`src/rtl/gpu_framebuffer_arbiter_if.sv`:
```
// Bundle between the framebuffer arbiter, its three requesters
// and the single-port framebuffer memory.
interface gpu_framebuffer_arbiter_if #(
  parameter int AW = 11
);
  logic [AW-1:0] fb_address;
  logic [63:0]   fb_in;
  logic          fb_write;
  logic [63:0]   fb_out;

  logic          disp_req;
  logic [AW-1:0] disp_addr;
  logic          disp_ack;
  logic [63:0]   disp_data;
  logic          disp_valid;

  logic          cpu_req;
  logic          cpu_we;
  logic [AW-1:0] cpu_addr;
  logic [63:0]   cpu_wdata;
  logic          cpu_ack;
  logic [63:0]   cpu_rdata;
  logic          cpu_rvalid;

  logic          clear_start;
  logic [63:0]   clear_value;
  logic          clear_busy;

  modport slave (
    input  fb_out,
    input  disp_req, disp_addr,
    input  cpu_req, cpu_we, cpu_addr, cpu_wdata,
    input  clear_start, clear_value,
    output fb_address, fb_in, fb_write,
    output disp_ack, disp_data, disp_valid,
    output cpu_ack, cpu_rdata, cpu_rvalid,
    output clear_busy
  );

  modport master (
    output fb_out,
    output disp_req, disp_addr,
    output cpu_req, cpu_we, cpu_addr, cpu_wdata,
    output clear_start, clear_value,
    input  fb_address, fb_in, fb_write,
    input  disp_ack, disp_data, disp_valid,
    input  cpu_ack, cpu_rdata, cpu_rvalid,
    input  clear_busy
  );
endinterface

```
`src/rtl/gpu_framebuffer_arbiter.sv`:
```
// Shares one single-port framebuffer between display scanout,
// CPU accesses and a fill engine; one operation per clock.
module gpu_framebuffer_arbiter #(
  parameter int framebufferSize        = 1200,
  parameter int framebufferSizeAddress = 11
) (
  input  logic clock,
  input  logic reset,
  gpu_framebuffer_arbiter_if.slave bus
);
  localparam int AW = framebufferSizeAddress;
  localparam logic [AW-1:0] LAST = AW'(framebufferSize - 1);
  localparam logic [AW:0]   SIZE = (AW+1)'(framebufferSize);

  typedef enum logic {IDLE, CLEAR} state_t;

  state_t        r_state;
  logic [AW-1:0] r_cnt;
  logic [AW-1:0] r_fb_address;
  logic [63:0]   r_clr_val;
  logic [63:0]   r_fb_in;
  logic [63:0]   r_disp_data;
  logic [63:0]   r_cpu_rdata;
  logic          r_fb_write;
  logic          r_disp_valid;
  logic          r_cpu_rvalid;
  logic          r_tag_vld;
  logic          r_tag_cpu;
  logic          r_tag_zero;

  logic w_disp_gnt;
  logic w_clr_gnt;
  logic w_cpu_gnt;
  logic w_disp_in;
  logic w_cpu_in;

  assign w_disp_gnt = bus.disp_req;
  assign w_clr_gnt  = (r_state == CLEAR) && !bus.disp_req;
  assign w_cpu_gnt  = bus.cpu_req && !bus.disp_req &&
                      (r_state == IDLE);
  assign w_disp_in  = {1'b0, bus.disp_addr} < SIZE;
  assign w_cpu_in   = {1'b0, bus.cpu_addr} < SIZE;

  assign bus.disp_ack   = bus.disp_req;
  assign bus.cpu_ack    = w_cpu_gnt;
  assign bus.clear_busy = (r_state == CLEAR);
  assign bus.fb_address = r_fb_address;
  assign bus.fb_in      = r_fb_in;
  assign bus.fb_write   = r_fb_write;
  assign bus.disp_data  = r_disp_data;
  assign bus.disp_valid = r_disp_valid;
  assign bus.cpu_rdata  = r_cpu_rdata;
  assign bus.cpu_rvalid = r_cpu_rvalid;

  always_ff @(posedge clock or posedge reset) begin
    if (reset) begin
      r_state      <= IDLE;
      r_cnt        <= '0;
      r_clr_val    <= '0;
      r_fb_address <= '0;
      r_fb_in      <= '0;
      r_fb_write   <= 1'b0;
      r_disp_data  <= '0;
      r_disp_valid <= 1'b0;
      r_cpu_rdata  <= '0;
      r_cpu_rvalid <= 1'b0;
      r_tag_vld    <= 1'b0;
      r_tag_cpu    <= 1'b0;
      r_tag_zero   <= 1'b0;
    end else begin
      r_fb_write   <= 1'b0;
      r_tag_vld    <= 1'b0;
      r_disp_valid <= 1'b0;
      r_cpu_rvalid <= 1'b0;

      // fb_out was produced at the negedge of the issuing cycle
      if (r_tag_vld) begin
        if (r_tag_cpu) begin
          r_cpu_rdata  <= r_tag_zero ? '0 : bus.fb_out;
          r_cpu_rvalid <= 1'b1;
        end else begin
          r_disp_data  <= r_tag_zero ? '0 : bus.fb_out;
          r_disp_valid <= 1'b1;
        end
      end

      unique case (1'b1)
        w_disp_gnt: begin
          r_fb_address <= bus.disp_addr;
          r_tag_vld    <= 1'b1;
          r_tag_cpu    <= 1'b0;
          r_tag_zero   <= !w_disp_in;
        end
        w_clr_gnt: begin
          r_fb_address <= r_cnt;
          r_fb_in      <= r_clr_val;
          r_fb_write   <= 1'b1;
          r_cnt        <= r_cnt + 1'b1;
          if (r_cnt == LAST)
            r_state <= IDLE;
        end
        w_cpu_gnt: begin
          r_fb_address <= bus.cpu_addr;
          if (bus.cpu_we) begin
            r_fb_in    <= bus.cpu_wdata;
            r_fb_write <= w_cpu_in;
          end else begin
            r_tag_vld  <= 1'b1;
            r_tag_cpu  <= 1'b1;
            r_tag_zero <= !w_cpu_in;
          end
        end
        default: ;
      endcase

      if (r_state == IDLE && bus.clear_start) begin
        r_state   <= CLEAR;
        r_cnt     <= '0;
        r_clr_val <= bus.clear_value;
      end
    end
  end
endmodule
```
`src/flat_wrapper.sv`:
```
// flat-port wrapper written by rule: the top's interface ports become plain ports
module gpu_framebuffer_arbiter_flat 
#(
  parameter int framebufferSize        = 1200,
  parameter int framebufferSizeAddress = 11
)
  (clock, reset, bus_fb_out, bus_disp_req, bus_disp_addr, bus_cpu_req, bus_cpu_we, bus_cpu_addr, bus_cpu_wdata, bus_clear_start, bus_clear_value, bus_fb_address, bus_fb_in, bus_fb_write, bus_disp_ack, bus_disp_data, bus_disp_valid, bus_cpu_ack, bus_cpu_rdata, bus_cpu_rvalid, bus_clear_busy);
  gpu_framebuffer_arbiter_if bus_i ();
  input  logic clock;
  input  logic reset;
  input wire logic [$bits(bus_i.fb_out)-1:0] bus_fb_out;
  input wire logic [$bits(bus_i.disp_req)-1:0] bus_disp_req;
  input wire logic [$bits(bus_i.disp_addr)-1:0] bus_disp_addr;
  input wire logic [$bits(bus_i.cpu_req)-1:0] bus_cpu_req;
  input wire logic [$bits(bus_i.cpu_we)-1:0] bus_cpu_we;
  input wire logic [$bits(bus_i.cpu_addr)-1:0] bus_cpu_addr;
  input wire logic [$bits(bus_i.cpu_wdata)-1:0] bus_cpu_wdata;
  input wire logic [$bits(bus_i.clear_start)-1:0] bus_clear_start;
  input wire logic [$bits(bus_i.clear_value)-1:0] bus_clear_value;
  output wire logic [$bits(bus_i.fb_address)-1:0] bus_fb_address;
  output wire logic [$bits(bus_i.fb_in)-1:0] bus_fb_in;
  output wire logic [$bits(bus_i.fb_write)-1:0] bus_fb_write;
  output wire logic [$bits(bus_i.disp_ack)-1:0] bus_disp_ack;
  output wire logic [$bits(bus_i.disp_data)-1:0] bus_disp_data;
  output wire logic [$bits(bus_i.disp_valid)-1:0] bus_disp_valid;
  output wire logic [$bits(bus_i.cpu_ack)-1:0] bus_cpu_ack;
  output wire logic [$bits(bus_i.cpu_rdata)-1:0] bus_cpu_rdata;
  output wire logic [$bits(bus_i.cpu_rvalid)-1:0] bus_cpu_rvalid;
  output wire logic [$bits(bus_i.clear_busy)-1:0] bus_clear_busy;
  assign bus_i.fb_out = bus_fb_out;
  assign bus_i.disp_req = bus_disp_req;
  assign bus_i.disp_addr = bus_disp_addr;
  assign bus_i.cpu_req = bus_cpu_req;
  assign bus_i.cpu_we = bus_cpu_we;
  assign bus_i.cpu_addr = bus_cpu_addr;
  assign bus_i.cpu_wdata = bus_cpu_wdata;
  assign bus_i.clear_start = bus_clear_start;
  assign bus_i.clear_value = bus_clear_value;
  assign bus_fb_address = bus_i.fb_address;
  assign bus_fb_in = bus_i.fb_in;
  assign bus_fb_write = bus_i.fb_write;
  assign bus_disp_ack = bus_i.disp_ack;
  assign bus_disp_data = bus_i.disp_data;
  assign bus_disp_valid = bus_i.disp_valid;
  assign bus_cpu_ack = bus_i.cpu_ack;
  assign bus_cpu_rdata = bus_i.cpu_rdata;
  assign bus_cpu_rvalid = bus_i.cpu_rvalid;
  assign bus_clear_busy = bus_i.clear_busy;
  gpu_framebuffer_arbiter #(.framebufferSize(framebufferSize), .framebufferSizeAddress(framebufferSizeAddress)) u_core (.clock(clock), .reset(reset), .bus(bus_i));
endmodule
```
`config.mk`:
```
export PLATFORM = sky130hd
export DESIGN_NAME = gpu_framebuffer_arbiter_flat
export DESIGN_NICKNAME = d
export VERILOG_FILES = /design/src/rtl/gpu_framebuffer_arbiter_if.sv /design/src/rtl/gpu_framebuffer_arbiter.sv /design/src/flat_wrapper.sv
export SDC_FILE = /design/constraint.sdc
export NUM_CORES = 1
export LEC_CHECK = 0
export CORE_MARGIN = 1.5
export CORE_UTILIZATION = 41
export DETAILED_ROUTE_END_ITERATION = 10
export GPL_ROUTABILITY_DRIVEN = 0
export GPL_TIMING_DRIVEN = 0
export MAX_ROUTING_LAYER = met4
export PLACE_DENSITY = 0.77
export SLEW_MARGIN = 20
export SYNTH_ARGS = -nofsm -noshare
export SYNTH_HDL_FRONTEND = slang
export SYNTH_SLANG_ARGS = --single-unit
```
`constraint.sdc`:
```
create_clock -name clock -period 10.65 [get_ports clock]
set_input_delay 3.195 -clock clock [delete_from_list [all_inputs] [get_ports clock]]
set_output_delay 3.195 -clock clock [all_outputs]
set_load 0.01 [all_outputs]
```
==> impl_metrics.sql <==
INSERT INTO impl_metrics (metric_group, metric, value, unit) VALUES
('finish', 'finish.net_count', '1810', ''),
('die', 'initial_core_util', '41.62', '%'),
('synth', 'synth_cells', '1119', ''),
('placement', 'numPortBuffers', '428', ''),
('detailed_routing', 'wirelength_met1', '13.89', 'mm'),
('status', 'status', 'finished clean', ''),
('synth', 'synth_edf_count', '0', ''),
('placement', 'pre_cts_worst_setup_slack', '2.242', 'ns'),
('detailed_routing', 'route.met2.wl', '18.64', 'mm'),
('global_routing', 'grt_start_max_net_pins', '35', ''),
('synth', 'synth_sequential_area_ratio', '59.70', '%'),
('clock_tree', 'hold_buffers', '0', ''),
('synth', 'synth_top_cell_area_share', '59.70', '%'),
('clock_tree', 'htree_levels', '1', ''),
('finish', 'most_used_cells_in_the_layout_excluding_fill_and_tap_cells', 'sky130_fd_sc_hd__clkdlybuf4s50_1, sky130_fd_sc_hd__nand2_1, sky130_fd_sc_hd__dfrtp_1', ''),
('detailed_routing', 'drt_initial_violations', '465', ''),
('min_path', 'worst_hold_startpoint', 'u_core.r_clr_val[46]', ''),
('synth', 'netlist_top_cells_area', 'sky130_fd_sc_hd__dfrtp_1, sky130_fd_sc_hd__nand2_1, sky130_fd_sc_hd__mux2_4', ''),
('setup_path', 'worst_r2r_startpoint', 'u_core.bus.clear_busy', ''),
('run', 'reported_max_cap_violation_count', '0', ''),
('die', 'fp.dieW', '173.7', 'um'),
('die', 'boundaryPins', '429', ''),
('timing', 'fin_hold_ws', '0.4739', 'ns'),
('finish', 'area_delta_synth_final', '50.59', '%'),
('power', 'cellLeakagePower', '8.261', 'nW'),
('setup_path', 'timing.setup.critical_path_class', 'in2out', ''),
('finish', 'design_area', '0.01799', 'mm2'),
('clock_tree', 'cts_root_buf', 'sky130_fd_sc_hd__clkbuf_16', ''),
('clock_tree', 'clock-sinks', '285', ''),
('die', 'std_cell_rows', '62', ''),
('setup_path', 'cp.required', '7.46', 'ns'),
('global_routing', 'first_pass_grt_wire_length', '58.35', 'mm'),
('detailed_routing', 'final_antenna_net_count', '0', ''),
('timing', 'post-route-min-period', '8.370', 'ns'),
('setup_path', 'critical_path.max_fanout', '8', ''),
('synth', 'synth-async-reset-ratio', '100.0', '%'),
('setup_path', 'ff2ff_path_depth', '6', ''),
('clock_tree', 'tritoncts.num_buffers', '31', ''),
('synth', 'synth_top_flop_cell', 'sky130_fd_sc_hd__dfrtp_1', ''),
('setup_path', 'timing.critical_path.slowest_stage_cell', 'sky130_fd_sc_hd__clkdlybuf4s50_1', ''),
('detailed_routing', 'drt_pass_1_iters', '4', ''),
('finish', 'proportion_of_layout_cells_with_a_drive_suffix_above_1', '12.97', '%'),
('clock_tree', 'post-cts-setup-buffer-count', '0', ''),
('timing', 'finalClockSkew', '0.007774', 'ns'),
('clock_tree', 'clock_path_buffers', '3', ''),
('power', 'peakVddDrop', '0.0001334', 'V'),
('placement', 'placedCellCount', '1940', ''),
('timing', 'final.setup.tns', '0', 'ns'),
('clock_tree', 'clk_latency', '0.55', 'ns'),
('clock_tree', 'cts_resized', '0', ''),
('setup_path', 'startpoint_type', 'primary input', ''),
('setup_path', 'critical_path_cell_by_cell', 'clkdlybuf4s50_1, or3b_1, buf_4, inv_2, clkdlybuf4s50_1', ''),
('min_path', 'hold_end', 'u_core.r_clr_val[46]', ''),
('detailed_routing', 'drt_wirelength', '37.15', 'mm'),
('detailed_routing', 'viasPerCell', '5.044', ''),
('synth', 'mean_cell_area_of_the_mapped_netlist', '10.68', 'um2'),
('timing', 'post-route-worst-setup-slack', '2.280', 'ns'),
('global_routing', 'number_of_global_route_vias_before_repair', '10660', ''),
('setup_path', 'cpPeakStageDelay', '0.63', 'ns'),
('detailed_routing', 'route.detailed.wl_per_inst', '18.57', 'um'),
('timing', 'grt_setup_unrepaired', 'false', ''),
('finish', 'most_common_cell_after_layout_fill_and_taps_aside', 'sky130_fd_sc_hd__clkdlybuf4s50_1', ''),
('synth', 'syn-cell-area', '0.01195', 'mm2'),
('setup_path', 'reg2reg_slack', '8.25', 'ns'),
('timing', 'final_max_slew_viol_count', '0', ''),
('power', 'p_per_area', '174.7', 'mW/mm2'),
('min_path', 'hold_path_depth', '2', ''),
('timing', 'final-hold-violation-count', '0', ''),
('timing', 'max_clock_freq', '119.5', 'MHz'),
('synth', 'synth_cell_types', '42', ''),
('global_routing', 'globalRoute.totalOverflow', '0', '');
## metal layers
metal	vias up	GRT usage, %
met2	422	43.22
met4	0	10.45
met1	4909	27.93
li1	4681	-
met3	82	6.842
met5	-	-
## critical path: cells and delay by family
family,cells,cell delay [ns]
buf+inv,4,1.61
simple gates,1,0.37
## sequential cells by signal, indices dropped and copies added (netlist names)
signal	cells
u_core.bus.clear_busy	1
u_core.bus.cpu_rdata	64
u_core.bus.cpu_rvalid	1
u_core.bus.disp_data	64
u_core.bus.disp_valid	1
u_core.bus.fb_address	11
u_core.bus.fb_in	64
u_core.bus.fb_write	1
u_core.r_clr_val	64
u_core.r_cnt	11
u_core.r_tag_cpu	1
u_core.r_tag_vld	1
u_core.r_tag_zero	1
## worst max path at each step
stage / start / to / slack [ns] / depth (start not counted)
finish: bus_cpu_req / bus_cpu_ack / 2.28 / 5
global route: bus_cpu_req / bus_cpu_ack / 2.19 / 5
CTS: bus_cpu_req / bus_cpu_ack / 2.25 / 5
detailed placement: bus_cpu_req / bus_cpu_ack / 2.24 / 5
global placement: reset / u_core.bus.fb_in[30] / 1.66 / 2
floorplan: bus_disp_req / bus_cpu_ack / 3.62 / 3
## power by group
part / leakage (nW) / total, mW / internal (mW) / switching (mW)
Clock: 0.536 / 1.11 / 0.680 / 0.433
Combinational: 4.18 / 0.693 / 0.401 / 0.292
Sequential: 3.54 / 1.34 / 1.24 / 0.0985
Total: 8.26 / 3.14 / 2.32 / 0.823
## cells in the mapped netlist (2+ instances only)
cell                       instances
sky130_fd_sc_hd__nand3_1           4
sky130_fd_sc_hd__nand2b_1          2
sky130_fd_sc_hd__mux2_2           70
sky130_fd_sc_hd__and2_1           10
sky130_fd_sc_hd__o22ai_1           3
sky130_fd_sc_hd__or4_1             2
sky130_fd_sc_hd__nor4_1            2
sky130_fd_sc_hd__clkbuf_1         56
sky130_fd_sc_hd__o211ai_1          4
sky130_fd_sc_hd__nor2b_1           2
sky130_fd_sc_hd__buf_6             6
sky130_fd_sc_hd__nand2_1         396
sky130_fd_sc_hd__inv_1             7
sky130_fd_sc_hd__mux2_4           58
sky130_fd_sc_hd__nor3_1            2
sky130_fd_sc_hd__buf_2             7
sky130_fd_sc_hd__dfrtp_1         285
sky130_fd_sc_hd__o31ai_1           4
sky130_fd_sc_hd__a31o_2            2
sky130_fd_sc_hd__buf_4             2
sky130_fd_sc_hd__a21oi_1           7
sky130_fd_sc_hd__o21ai_0         143
sky130_fd_sc_hd__nand3b_1          2
sky130_fd_sc_hd__nor2_1            2
sky130_fd_sc_hd__a22oi_1          10
sky130_fd_sc_hd__mux2i_1           3
sky130_fd_sc_hd__a31oi_1          11
sky130_fd_sc_hd__buf_1             3
## logic make-up (layout without fill, tap and decap cells)
kind of cell             count (synthesis)  in the layout  share of synthesized area, %
AO/OA/AOI/OAI                          188            188                         8.599
XOR/XNOR                                 2              2                        0.1467
adder cells (fa/ha/maj)                  1              1                        0.1047
buffers and inverters                   83            576                         3.121
flip-flops                             285            285                         59.70
multiplexers                           131            131                         14.14
other                                    0              5                             0
AND/OR/NAND/NOR                        429            429                         14.19
## metrics by stage
step | utilization (%) | power, mW
finish | 62.68 | 3.144
global route | 62.68 | 3.282
CTS | 62.63 | 3.171
detailed placement | 58.86 | 2.048
global placement | 58.23 | 2.020
floorplan | - | 1.623
## area by class of cell
cell class / instances / area [um2] / area share (%)
Sequential cell: 285 / 7132 / 39.64
Timing Repair Buffer: 437 / 4464 / 24.82
Multi-Input combinational cell: 751 / 4442 / 24.69
Clock buffer: 45 / 938.4 / 5.216
Tap cell: 384 / 480.5 / 2.671
Buffer: 74 / 339.1 / 1.885
Clock inverter: 11 / 143.9 / 0.7998
Inverter: 9 / 37.54 / 0.2087
Antenna cell: 5 / 12.51 / 0.06955
Power figures use the tool's default switching activity.
